<file path="config.mk">
export PLATFORM = sky130hd
export DESIGN_NAME = div_ctrl_flat
export DESIGN_NICKNAME = d
export VERILOG_FILES = /design/src/rtl/div_ctrl_pkg.sv /design/src/rtl/div_ctrl_if.sv /design/src/rtl/div_ctrl_step.sv /design/src/rtl/div_ctrl.sv /design/src/flat_wrapper.sv
export SDC_FILE = /design/constraint.sdc
export NUM_CORES = 1
export LEC_CHECK = 0
export ABC_AREA = 1
export BUFFER_PORTS_ARGS = -buffer_cell sky130_fd_sc_hd__buf_2
export CAP_MARGIN = 25
export CORE_ASPECT_RATIO = 1.2
export CORE_MARGIN = 4
export CORE_UTILIZATION = 45
export CTS_BUF_LIST = sky130_fd_sc_hd__clkbuf_8 sky130_fd_sc_hd__clkbuf_16
export DETAILED_ROUTE_END_ITERATION = 12
export PLACE_DENSITY = 0.66
export RECOVER_POWER = 100
export REMOVE_ABC_BUFFERS = 1
export SETUP_SLACK_MARGIN = 0.05
export SLEW_MARGIN = 20
export SYNTH_ARGS = -nofsm -noshare
export SYNTH_HDL_FRONTEND = slang
export SYNTH_HIERARCHICAL = 1
export SYNTH_SLANG_ARGS = --single-unit
</file>
<file path="constraint.sdc">
create_clock -name clk -period 3.3 [get_ports clk]
set_input_delay 0.165 -clock clk [delete_from_list [all_inputs] [get_ports clk]]
set_output_delay 0.165 -clock clk [all_outputs]
set_load 0.01 [all_outputs]
</file>
<file path="src/rtl/div_ctrl_pkg.sv">
// Shared types for the DIV/DIVU sequencer: FSM state encoding and counter width.
package div_ctrl_pkg;
    localparam int DIV_CNT_W = 6;

    typedef enum logic [1:0] {
        DIV_IDLE = 2'b00,
        DIV_BUSY = 2'b01,
        DIV_DONE = 2'b10
    } div_state_e;
endpackage

</file>
<file path="src/rtl/div_ctrl_if.sv">
// EX-stage <-> divider signal bundle; the master is the EX glue, the slave is div_ctrl.
interface div_ctrl_if #(parameter int WIDTH = 32) ();
    // Handshake: start_i is a level request taken only while the divider is idle;
    // done_o is "result valid" and hold_i acts as !ready, so a result stays put while hold_i=1;
    // flush_i aborts unconditionally and overrides both.
    logic             start_i;
    logic             signed_i;
    logic [WIDTH-1:0] opa_i;
    logic [WIDTH-1:0] opb_i;
    logic             flush_i;
    logic             hold_i;
    logic             stall_o;
    logic             done_o;
    logic [WIDTH-1:0] lo_o;
    logic [WIDTH-1:0] hi_o;
    logic [1:0]       state_dbg;

    modport master (
        output start_i, signed_i, opa_i, opb_i, flush_i, hold_i,
        input  stall_o, done_o, lo_o, hi_o, state_dbg
    );

    modport slave (
        input  start_i, signed_i, opa_i, opb_i, flush_i, hold_i,
        output stall_o, done_o, lo_o, hi_o, state_dbg
    );
endinterface

</file>
<file path="src/rtl/div_ctrl_step.sv">
// One radix-2 restoring division step: shift {rem,quo} left, trial-subtract the divisor.
module div_step #(
    parameter int WIDTH = 32
) (
    input  logic [WIDTH-1:0] rem_i,
    input  logic [WIDTH-1:0] quo_i,
    input  logic [WIDTH-1:0] div_i,
    output logic [WIDTH-1:0] rem_next_o,
    output logic [WIDTH-1:0] quo_next_o
);
    logic [WIDTH:0] shifted;
    logic [WIDTH:0] diff;

    always_comb begin
        shifted = {rem_i, quo_i[WIDTH-1]};
        diff    = shifted - {1'b0, div_i};
        // rem < div on entry, so a non-negative difference always fits back in WIDTH bits.
        if (!diff[WIDTH]) begin
            rem_next_o = diff[WIDTH-1:0];
            quo_next_o = {quo_i[WIDTH-2:0], 1'b1};
        end else begin
            rem_next_o = shifted[WIDTH-1:0];
            quo_next_o = {quo_i[WIDTH-2:0], 1'b0};
        end
    end
endmodule

</file>
<file path="src/rtl/div_ctrl.sv">
// Multi-cycle DIV/DIVU sequencer for the EX stage: stalls the pipe while iterating,
// then presents quotient on LO and remainder on HI.
module div_ctrl
    import div_ctrl_pkg::*;
#(
    parameter int WIDTH = 32
) (
    input  logic       clk,
    input  logic       resetn,
    div_ctrl_if.slave  bus
);
    localparam logic [DIV_CNT_W-1:0] CNT_LAST = DIV_CNT_W'(WIDTH - 1);

    div_state_e           state_q, state_d;
    logic [DIV_CNT_W-1:0] cnt_q, cnt_d;
    logic [WIDTH-1:0]     rem_q, rem_d;
    logic [WIDTH-1:0]     quo_q, quo_d;
    logic [WIDTH-1:0]     div_q, div_d;
    logic                 sgn_q, sgn_d;
    logic                 sa_q, sa_d;
    logic                 sx_q, sx_d;
    logic [WIDTH-1:0]     lo_q, lo_d;
    logic [WIDTH-1:0]     hi_q, hi_d;
    logic                 stall;
    logic [WIDTH-1:0]     rem_next, quo_next;
    logic [WIDTH-1:0]     opa_abs, opb_abs;

    div_step #(.WIDTH(WIDTH)) u_step (
        .rem_i      (rem_q),
        .quo_i      (quo_q),
        .div_i      (div_q),
        .rem_next_o (rem_next),
        .quo_next_o (quo_next)
    );

    always_comb begin
        opa_abs = (bus.signed_i && bus.opa_i[WIDTH-1]) ? -bus.opa_i : bus.opa_i;
        opb_abs = (bus.signed_i && bus.opb_i[WIDTH-1]) ? -bus.opb_i : bus.opb_i;
    end

    always_comb begin
        state_d = state_q;
        cnt_d   = cnt_q;
        rem_d   = rem_q;
        quo_d   = quo_q;
        div_d   = div_q;
        sgn_d   = sgn_q;
        sa_d    = sa_q;
        sx_d    = sx_q;
        lo_d    = lo_q;
        hi_d    = hi_q;
        stall   = 1'b0;
        if (bus.flush_i) begin
            state_d = DIV_IDLE;
        end else begin
            unique case (state_q)
                DIV_IDLE: begin
                    if (bus.start_i) begin
                        stall = 1'b1;
                        cnt_d = '0;
                        rem_d = '0;
                        quo_d = opa_abs;
                        div_d = opb_abs;
                        sgn_d = bus.signed_i;
                        sa_d  = bus.opa_i[WIDTH-1];
                        sx_d  = bus.opa_i[WIDTH-1] ^ bus.opb_i[WIDTH-1];
                        // Divide by zero skips iteration; HI returns the raw dividend.
                        if (bus.opb_i == '0) begin
                            lo_d    = '1;
                            hi_d    = bus.opa_i;
                            state_d = DIV_DONE;
                        end else begin
                            state_d = DIV_BUSY;
                        end
                    end
                end
                DIV_BUSY: begin
                    stall = 1'b1;
                    rem_d = rem_next;
                    quo_d = quo_next;
                    cnt_d = cnt_q + 1'b1;
                    if (cnt_q == CNT_LAST) begin
                        state_d = DIV_DONE;
                        lo_d    = (sgn_q && sx_q) ? -quo_next : quo_next;
                        hi_d    = (sgn_q && sa_q) ? -rem_next : rem_next;
                    end
                end
                DIV_DONE: begin
                    if (!bus.hold_i) state_d = DIV_IDLE;
                end
                default: state_d = DIV_IDLE;
            endcase
        end
    end

    always_ff @(posedge clk or negedge resetn) begin
        if (!resetn) begin
            state_q <= DIV_IDLE;
            cnt_q   <= '0;
            rem_q   <= '0;
            quo_q   <= '0;
            div_q   <= '0;
            sgn_q   <= 1'b0;
            sa_q    <= 1'b0;
            sx_q    <= 1'b0;
            lo_q    <= '0;
            hi_q    <= '0;
        end else begin
            state_q <= state_d;
            cnt_q   <= cnt_d;
            rem_q   <= rem_d;
            quo_q   <= quo_d;
            div_q   <= div_d;
            sgn_q   <= sgn_d;
            sa_q    <= sa_d;
            sx_q    <= sx_d;
            lo_q    <= lo_d;
            hi_q    <= hi_d;
        end
    end

    assign bus.stall_o   = stall;
    assign bus.done_o    = (state_q == DIV_DONE);
    assign bus.lo_o      = lo_q;
    assign bus.hi_o      = hi_q;
    assign bus.state_dbg = state_q;
endmodule
</file>
<file path="src/flat_wrapper.sv">
// flat-port wrapper written by rule: the top's interface ports become plain ports
module div_ctrl_flat import div_ctrl_pkg::*;
#(
    parameter int WIDTH = 32
)
  (clk, resetn, bus_start_i, bus_signed_i, bus_opa_i, bus_opb_i, bus_flush_i, bus_hold_i, bus_stall_o, bus_done_o, bus_lo_o, bus_hi_o, bus_state_dbg);
  div_ctrl_if #(.WIDTH(WIDTH)) bus_i ();
  input  logic clk;
  input  logic resetn;
  input wire logic [$bits(bus_i.start_i)-1:0] bus_start_i;
  input wire logic [$bits(bus_i.signed_i)-1:0] bus_signed_i;
  input wire logic [$bits(bus_i.opa_i)-1:0] bus_opa_i;
  input wire logic [$bits(bus_i.opb_i)-1:0] bus_opb_i;
  input wire logic [$bits(bus_i.flush_i)-1:0] bus_flush_i;
  input wire logic [$bits(bus_i.hold_i)-1:0] bus_hold_i;
  output wire logic [$bits(bus_i.stall_o)-1:0] bus_stall_o;
  output wire logic [$bits(bus_i.done_o)-1:0] bus_done_o;
  output wire logic [$bits(bus_i.lo_o)-1:0] bus_lo_o;
  output wire logic [$bits(bus_i.hi_o)-1:0] bus_hi_o;
  output wire logic [$bits(bus_i.state_dbg)-1:0] bus_state_dbg;
  assign bus_i.start_i = bus_start_i;
  assign bus_i.signed_i = bus_signed_i;
  assign bus_i.opa_i = bus_opa_i;
  assign bus_i.opb_i = bus_opb_i;
  assign bus_i.flush_i = bus_flush_i;
  assign bus_i.hold_i = bus_hold_i;
  assign bus_stall_o = bus_i.stall_o;
  assign bus_done_o = bus_i.done_o;
  assign bus_lo_o = bus_i.lo_o;
  assign bus_hi_o = bus_i.hi_o;
  assign bus_state_dbg = bus_i.state_dbg;
  div_ctrl #(.WIDTH(WIDTH)) u_core (.clk(clk), .resetn(resetn), .bus(bus_i));
endmodule
</file>
==> results of run 1 <==
per-layer routing:
layer  vias up  routed length (microns)
met4         0                     2230
met1      7246                    20000
met5         -                        0
met3       127                     2180
li1       7995                        -
met2       525                    23600
worst paths after layout:
| kind | endpoint | slack (ns) |
|---|---|---|
| setup / recovery | u_core/bus.hi_o[23]$_DFFE_PN0P_ | 0.01 |
| min in group asynchronous | u_core/bus.lo_o[7]$_DFFE_PN0P_ | 0.79 |
| hold / removal | u_core/div_q[16]$_DFFE_PN0P_ | 0.01 |
| max in group asynchronous | u_core/bus.hi_o[28]$_DFFE_PN0P_ | 0.72 |
| hold reg to reg | u_core/bus.lo_o[0]$_DFFE_PN0P_ | 0.47 |
| setup reg to reg | u_core/bus.hi_o[23]$_DFFE_PN0P_ | 0.01 |
cell type report:
type / instances / area [sq um]
Sequential cell: 171 / 4280
Tap cell: 401 / 502
Fill cell: 3203 / 13800
Multi-Input combinational cell: 1805 / 8870
Timing Repair Buffer: 338 / 2200
Clock buffer: 19 / 453
Clock inverter: 12 / 163
Inverter: 301 / 1130
registers in the layout (all words and copies together) (netlist names):
| register | flops |
|---|---|
| u_core/bus.hi_o | 32 |
| u_core/bus.lo_o | 32 |
| u_core/div_q | 32 |
| u_core/quo_q | 32 |
| u_core/rem_q | 32 |
| u_core/cnt_q | 6 |
| u_core/bus.state_dbg | 2 |
| u_core/sa_q | 1 |
| u_core/sgn_q | 1 |
| u_core/sx_q | 1 |
what timing repair did:
action                                  in CTS  in global routing
gates resized for setup                     39                116
buffers inserted                             6                 10
endpoints found under the setup margin      26                 49
pin swaps                                   13                 33
cloned                                       2                  2
hold buffers                                 4                  0
hold endpoints to repair                    77                  0
stage by stage:
step	instance area, sq um	hold WS, ns	utilization [%]	total power [W]	setup TNS [ns]
after CTS	17200	0.00177	54.8	0.0134	0
after detailed placement	16300	0.260	52.0	0.0110	-1.49
after floorplan	13700	-0.131	-	0.00801	-403.18
after global placement	16300	0.250	51.9	0.0108	-0.205
after global routing	17600	0.0166	56.1	0.0150	-2.64
final	17600	0.0143	56.1	0.0138	0
where the power goes:
part / internal, W / switching (W)
clock network: 0.00124 / 0.000923
logic: 0.00300 / 0.00501
registers: 0.00292 / 0.000676
cell families (layout without fill, tap and decap cells):
group	after synthesis	count (layout)	synth area share, %
flip-flops	171	171	29.9
AO/OA/AOI/OAI	247	247	9.73
XOR/XNOR	33	33	2.02
buffers and inverters	406	670	12.1
AND/OR/NAND/NOR	1485	1487	42.9
adder cells (fa/ha/maj)	38	38	3.37
worst min-delay path: stages:
cell,delay (ns)
buf_2,0.13
nand2_1,0.06
a31oi_1,0.07
cells in the final DEF (no fill, tap or decap), types with 14 or more instances in the layout:
cell type and n:
nor2_2 22, buf_2 70, nand2_1 863, nor3_1 22
nand3_2 15, ha_1 26, a21oi_1 73, inv_1 283
a31oi_1 14, nand4_1 38, nor2_1 244, o21ai_0 94
buf_4 176, nand3_1 180, inv_2 16, xor2_1 28
or2_2 15, clkbuf_1 70, dfrtp_1 171, o31ai_1 22
clkbuf_16 18, nand2_2 39
==> summary.md, run 1 <==
| Metric | Value |
|---|---|
| Register-to-Register Path Depth | `27` |
| First-pass GRT wire length | `75,400 microns` |
| Worst setup margin | `0.0149 ns` |
| Async SR Flop Fraction | `100%` |
| FMAX | `0.304 GHz` |
| Clock H-tree levels | `4` |
| Status | `finished, violations left` |
| Final Skew | `0.0191 ns` |
| Final setup vio count | `0` |
| Setup crit end kind | `register` |
| Hpwl dp | `36,600 microns` |
| RSZ-0062 raised after global routing | `yes` |
| IO Pins | `138` |
| CP most frequent cell | `nand2_2` |
| Synthesized area | `14,300 sq um` |
| Layout cells sized above 1 | `17.0%` |
| Drt pass-1 iters | `6` |
| Cell variety after synth | `44` |
| Failing checks | `capacitance limit, slew limit` |
| Static leakage | `9.40 nW` |
| Top Usage Layer GRT | `met2` |
| Gate Count Post-Synth | `2,380` |
| TritonCTS clock tree | `done` |
| Final Hold Vio Count | `0` |
| Critical path fanouts, max | `7` |
| Clock Latency Late Sink | `0.45 ns` |
| Drt total wl | `48,000 microns` |
| Min-delay src | `bus_opb_i[16]` |
| Drt wl/cell | `15.8 microns` |
| Drt via density | `5.22` |
| Syn-to-layout area delta | `22.9%` |
| Power Density | `782 nW/um^2` |
| Syn Area/Cell | `6.01 sq um` |
| Grt met1 use | `33.5%` |
| Slowest-stage cell, CP | `fa_2` |
| Critical Path RT | `3.68 ns` |
| Met3 Use GR | `2.93%` |
| Post-route DRC violation count | `0` |
| WP buf/inv | `6` |
| Top post-synthesis cells by area | `dfrtp_1 30%, nand2_1 24%, inv_1 7.7%, nand3_1 7.0%, nor2_1 7.0%` |
| DIE HEIGHT | `203 microns` |
| Worst-path clk slew | `0.07 ns` |
| Yosys reg bits | `171` |
| Final ANT Viol Nets | `0` |
| TritonCTS Sinks | `171` |
| DR vias | `15,900` |
| DRT iter0 DRCs | `1,297` |
| Crit path max-delay family | `simple AND/OR/NAND/NOR gates` |
| CTS buffer count | `17` |
| Critical path class | `reg2reg` |
| Most numerous cell in the Yosys netlist | `nand2_1` |
| Rows | `71` |
| Ant diodes | `0` |
| Core area | `31,400 sq um` |
| Pre-CTS WS | `-0.152 ns` |
| Clock tree buffer depth | `2` |
| Crit path largest cell delay | `0.40 ns` |
| Critical path depth | `27` |
| Horiz. Die Dim | `171 microns` |
| Worst slew margin | `-31.5%` |
| Layout Cells excl Fill | `3,047` |
| Worst Setup SP | `u_core/quo_q[31]$_DFFE_PN0P_` |
| Max_cap viols | `1` |
| Port bufs | `137` |
| Critical Path AT | `3.67 ns` |
| Starting Density | `45.6%` |
| Post-synth top cells | `897 x nand2_1, 293 x inv_1, 268 x nor2_1, 201 x nand3_1, 171 x dfrtp_1` |
| Tcrit/Tclk final | `99.5%` |
| Post-synth EDFFs | `0` |
| Met2 Usage GRT | `47.6%` |
| Max VDD drop | `505 uV` |
| Gr ovfl total | `0` |
| Post-route minimum period | `3.29 ns` |
| Worst-Margin Slew | `1.97 ns` |
| Die Area | `34,700 sq um` |
| Max Slew Vio Count | `77` |
| Number of global-route vias before repair | `15,100` |
| Area leader, netlist | `dfrtp_1` |
| Placed Cells | `2,992` |
| Seq/Total Area, Yosys | `29.9%` |
| Post-synth top area share | `29.9%` |
| FF-to-FF Start | `u_core/quo_q[31]$_DFFE_PN0P_` |
| Post-synth top flop | `dfrtp_1` |
| Synth warn | `6` |
| Nets@finish | `2,742` |
| Total track usage | `27.1%` |
| Min-Delay Path Class | `in2reg` |
| Hold depth | `3` |
| Initial antenna violation count | `0` |
| Crit start category | `register` |
| Largest net degree at the start of global routing | `111` |
| Routability congestion estimate | `0.929` |
| CTS root buffer | `clkbuf_16` |
(Power assumes the default switching activity.)
==> run 2: changes to the inputs <==
--- a/config.mk
+++ b/config.mk
@@ -6,5 +6,4 @@
 export NUM_CORES = 1
 export LEC_CHECK = 0
-export ABC_AREA = 1
 export BUFFER_PORTS_ARGS = -buffer_cell sky130_fd_sc_hd__buf_2
 export CAP_MARGIN = 25
==> constraint.sdc (replaced) <==
create_clock -name clk -period 3.3 [get_ports clk]
set_input_delay 0.66 -clock clk [delete_from_list [all_inputs] [get_ports clk]]
set_output_delay 0.66 -clock clk [all_outputs]
set_load 0.01 [all_outputs]
==> run 2 against run 1 <==
  * The run ends with capacitance limit, slew limit, setup timing left
  * Maximum frequency down 28%
  * Global-route usage down 2.4 points
  * Synthesized cell count down 37%
  * Synthesized area down 14%
  * Critical path type unchanged
  * Critical endpoint is now u_core/bus.hi_o[25]$_DFFE_PN0P_
==> summary.md, run 2 <==
| Metric | Value |
|---|---|
| Status | `finished, violations left (unchanged)` |
| Failing checks | `capacitance limit, slew limit, setup timing (was capacitance limit, slew limit)` |
| Routability congestion estimate | `0.948 (was 0.929)` |
| DRT iter0 DRCs | `731 (was 1,297)` |
| Multi-input logic area | `7890 sq um (was 8870 sq um)` |
| Starting Density | `45.5% (was 45.6%)` |
| Number of global-route vias before repair | `11,800 (was 15,100)` |
| FMAX | `0.218 GHz (was 0.304 GHz)` |
| Critical path fanouts, max | `8 (was 7)` |
| Critical path destination | `u_core/bus.hi_o[25]$_DFFE_PN0P_ (was u_core/bus.hi_o[23]$_DFFE_PN0P_)` |
| DIE HEIGHT | `189 microns (was 203 microns)` |
| Top post-synthesis cells by area | `dfrtp_1 35%, nand2_1 6.7%, xnor2_1 5.3%, xor2_1 4.7%, o21ai_0 4.2% (was dfrtp_1 30%, nand2_1 24%, inv_1 7.7%, nand3_1 7.0%, nor2_1 7.0%)` |
| Slowest-stage cell, CP | `or4_4 (was fa_2)` |
| CTS root buffer | `clkbuf_16 (unchanged)` |
| Clock H-tree levels | `4 (unchanged)` |
| Crit path largest cell delay | `0.52 ns (was 0.40 ns)` |
| Critical path depth | `19 (was 27)` |
| Synth warn | `6 (unchanged)` |
| Max VDD drop | `913 uV (was 505 uV)` |
| Crit path max-delay family | `simple AND/OR/NAND/NOR gates (unchanged)` |
| Clock tree buffer depth | `2 (unchanged)` |
| Met2 Usage GRT | `44.0% (was 47.6%)` |
| Worst setup margin | `-1.28 ns (was 0.0149 ns)` |
| Post-route minimum period | `4.58 ns (was 3.29 ns)` |
| Tcrit/Tclk final | `139% (was 99.5%)` |
| IO Pins | `138 (unchanged)` |
| Drt via density | `5.63 (was 5.22)` |
| Cell variety after synth | `88 (was 44)` |
| Final Hold Vio Count | `0 (unchanged)` |
| Worst Setup SP | `u_core/div_q[0]$_DFFE_PN0P_ (was u_core/quo_q[31]$_DFFE_PN0P_)` |
| Final ANT Viol Nets | `0 (unchanged)` |
| Critical path class | `reg2reg (unchanged)` |
| Post-synth top cells | `220 x nand2_1, 171 x dfrtp_1, 128 x nor2_1, 103 x o21ai_0, 88 x a21oi_1 (was 897 x nand2_1, 293 x inv_1, 268 x nor2_1, 201 x nand3_1, 171 x dfrtp_1)` |
| Drt total wl | `38,700 microns (was 48,000 microns)` |
| Most common cell after layout, fill and taps aside | `nand2_1 (unchanged)` |
| Layout cells sized above 1 | `27.8% (was 17.0%)` |
| Async SR Flop Fraction | `100% (unchanged)` |
| Die Area | `30,100 sq um (was 34,700 sq um)` |
| DR vias | `12,100 (was 15,900)` |
| RSZ-0062 raised after global routing | `yes (unchanged)` |
| Pwr Total | `0.0201 W (was 0.0138 W)` |
| Critical Path RT | `3.62 ns (was 3.68 ns)` |
| Critical Path AT | `4.90 ns (was 3.67 ns)` |
| CP most frequent cell | `o2111ai_2 (was nand2_2)` |
| Gate Count Post-Synth | `1,500 (was 2,380)` |
| Max_cap viols | `1 (unchanged)` |
| Post-synth top area share | `34.7% (was 29.9%)` |
| Crit Reg-Reg Endpoint | `u_core/bus.hi_o[25]$_DFFE_PN0P_ (was u_core/bus.hi_o[23]$_DFFE_PN0P_)` |
| Grt met1 use | `29.1% (was 33.5%)` |
| Min-Delay Path Class | `in2reg (unchanged)` |
| Clock Latency Late Sink | `0.45 ns (about the same)` |
| Total track usage | `24.7% (was 27.1%)` |
| Worst-path clk slew | `0.08 ns (was 0.07 ns)` |
| Final setup vio count | `92 (was 0)` |
| Rows | `66 (was 71)` |
| Gr ovfl total | `0 (unchanged)` |
| Synthesized area | `12,300 sq um (was 14,300 sq um)` |
| Horiz. Die Dim | `159 microns (was 171 microns)` |
| Post-synth top flop | `dfrtp_1 (unchanged)` |
| Setup crit end kind | `register (unchanged)` |
| Port bufs | `137 (unchanged)` |
| Max Slew Vio Count | `71 (was 77)` |
| Seq/Total Area, Yosys | `34.7% (was 29.9%)` |
| Post-Route Setup TNS | `-60.09 ns (was 0 ns)` |
| TritonCTS clock tree | `done (unchanged)` |
| R2R setup slack | `-1.28 ns (was 0.01 ns)` |
| Yosys reg bits | `171 (unchanged)` |
| Post-synth EDFFs | `0 (unchanged)` |
| Final Skew | `0.0107 ns (was 0.0191 ns)` |
| Drt pass-1 iters | `5 (was 6)` |
| Critical path, cell by cell | `ha_2, fa_2, and2b_1, o2111ai_2, a21oi_2, o2111ai_2, a211oi_2, nor2_4, mux2i_4, and2_4, inv_8, mux2_4, or4_4, nor4_4, buf_4, nand3_4, o41ai_2, xor2_1, o211ai_1` |
| Filler cell count | `2,430 (was 3,203)` |
| Sequential Area | `4280 sq um (unchanged)` |
| Drt wl/cell | `18.0 microns (was 15.8 microns)` |
| Worst hold margin | `0.446 ns (was 0.0143 ns)` |
| Largest net degree at the start of global routing | `75 (was 111)` |
| Initial antenna violation count | `5 (was 0)` |
| Power Density | `1250 nW/um^2 (was 782 nW/um^2)` |
| Syn-to-layout area delta | `30.7% (was 22.9%)` |
| Met3 Use GR | `3.92% (was 2.93%)` |
| Syn Area/Cell | `8.22 sq um (was 6.01 sq um)` |
| Static leakage | `7.21 nW (was 9.40 nW)` |
| Most frequent cells in the layout | `208 x nand2_1, 194 x buf_4, 171 x dfrtp_1 (was 863 x nand2_1, 283 x inv_1, 244 x nor2_1)` |
| First-pass GRT wire length | `60,500 microns (was 75,400 microns)` |
| Nets@finish | `1,893 (was 2,742)` |
| CTS buffer count | `17 (unchanged)` |
| TritonCTS Sinks | `171 (unchanged)` |
| Worst-Margin Slew | `1.82 ns (was 1.97 ns)` |
| Worst slew margin | `-21.2% (was -31.5%)` |
| FF-to-FF Start | `u_core/div_q[0]$_DFFE_PN0P_ (was u_core/quo_q[31]$_DFFE_PN0P_)` |
| Area leader, netlist | `dfrtp_1 (unchanged)` |
| Hpwl dp | `28,100 microns (was 36,600 microns)` |
| Post-route DRC violation count | `0 (unchanged)` |
| Crit start category | `register (unchanged)` |
| WP buf/inv | `2 (was 6)` |
| Most numerous cell in the Yosys netlist | `nand2_1 (unchanged)` |
| Core area | `27,100 sq um (was 31,400 sq um)` |
| Register-to-Register Path Depth | `19 (was 27)` |
| Top Usage Layer GRT | `met2 (unchanged)` |
## run 2: cell types whose count changed in the layout (fill, tap and decap cells not counted), sizes merged, moves of 35 or more
cell	before	now
o21ai	106	153
a31oi	14	49
nand3	201	33
buf	260	309
inv	303	63
xnor2	5	74
xor2	28	66
nand2	910	220
nor2	278	129
## run 2: area by class of cell
| cell class | instances | area share [%] |
|---|---|---|
| antenna | 4 | 0.0621 |
| clock buffer | 17 | 2.64 |
| clock inverter | 15 | 1.26 |
| inverter | 55 | 1.33 |
| multi-input combinational | 1157 | 49.0 |
| sequential | 171 | 26.6 |
| tap | 340 | 2.64 |
| timing repair buffer | 383 | 16.5 |
## run 2: logic make-up after synthesis
group	share of synthesized area, %
flops	34.7
compound gates	21.1
buf+inv	7.38
fa+ha+maj	3.92
simple gates	19.6
xor+xnor	9.95
mux	3.43
## run 2: where the power goes
part	switching, W	internal (W)	leakage [nW]
registers	0.000492	0.00252	2.26
logic	0.00729	0.00759	4.64
clock network	0.000963	0.00122	0.303
## run 2: timing repair
action,CTS,global route
endpoints found under the setup margin,96,95
pin swaps,31,31
hold buffers,0,0
gates resized for setup,158,68
setup buffers,10,16
## run 2: how the worst min path moves through the flow
| stage | start | end | slack [ns] | cells after the start |
|---|---|---|---|---|
| final | bus_hold_i | u_core/bus.state_dbg[1]$_DFFE_PN0P_ | 0.45 | 2 |
| after global placement | u_core/div_q[19]$_DFFE_PN0P_ | u_core/div_q[19]$_DFFE_PN0P_ | 0.45 | 2 |
| after global routing | bus_hold_i | u_core/bus.state_dbg[1]$_DFFE_PN0P_ | 0.44 | 2 |
| after CTS | resetn | u_core/bus.hi_o[6]$_DFFE_PN0P_ | 0.25 | 1 |
| after detailed placement | u_core/div_q[19]$_DFFE_PN0P_ | u_core/div_q[19]$_DFFE_PN0P_ | 0.46 | 2 |
| after floorplan | resetn | u_core/bus.hi_o[0]$_DFFE_PN0P_ | 0.36 | 0 |
## run 2: metal layers
layer | part of all wire [%] | up-vias
li1 | - | 5871
met1 | 40 | 5710
met2 | 51 | 374
met3 | 4.8 | 109
met4 | 4.3 | 0
met5 | 0 | -
## run 2: worst register-to-register path: cells and delay by family (launching register included)
kind,cells,cell delay (ns)
mux,2,0.51
buf+inv,2,0.26
simple gates,6,1.31
compound gates,6,1.26
fa+ha+maj,2,0.54
xor+xnor,1,0.18
flops,1,0.40
## run 2: metrics by stage
step	utilization [%]	worst slack (ns)	cells	cell area (sq um)
floorplan	-	-4.86	1383	11600
global placement	53.6	-1.42	2083	14500
detailed placement	53.6	-1.62	2083	14500
CTS	58.5	-1.13	2124	15800
global route	59.5	-1.48	2142	16100
finish	59.5	-1.28	2142	16100
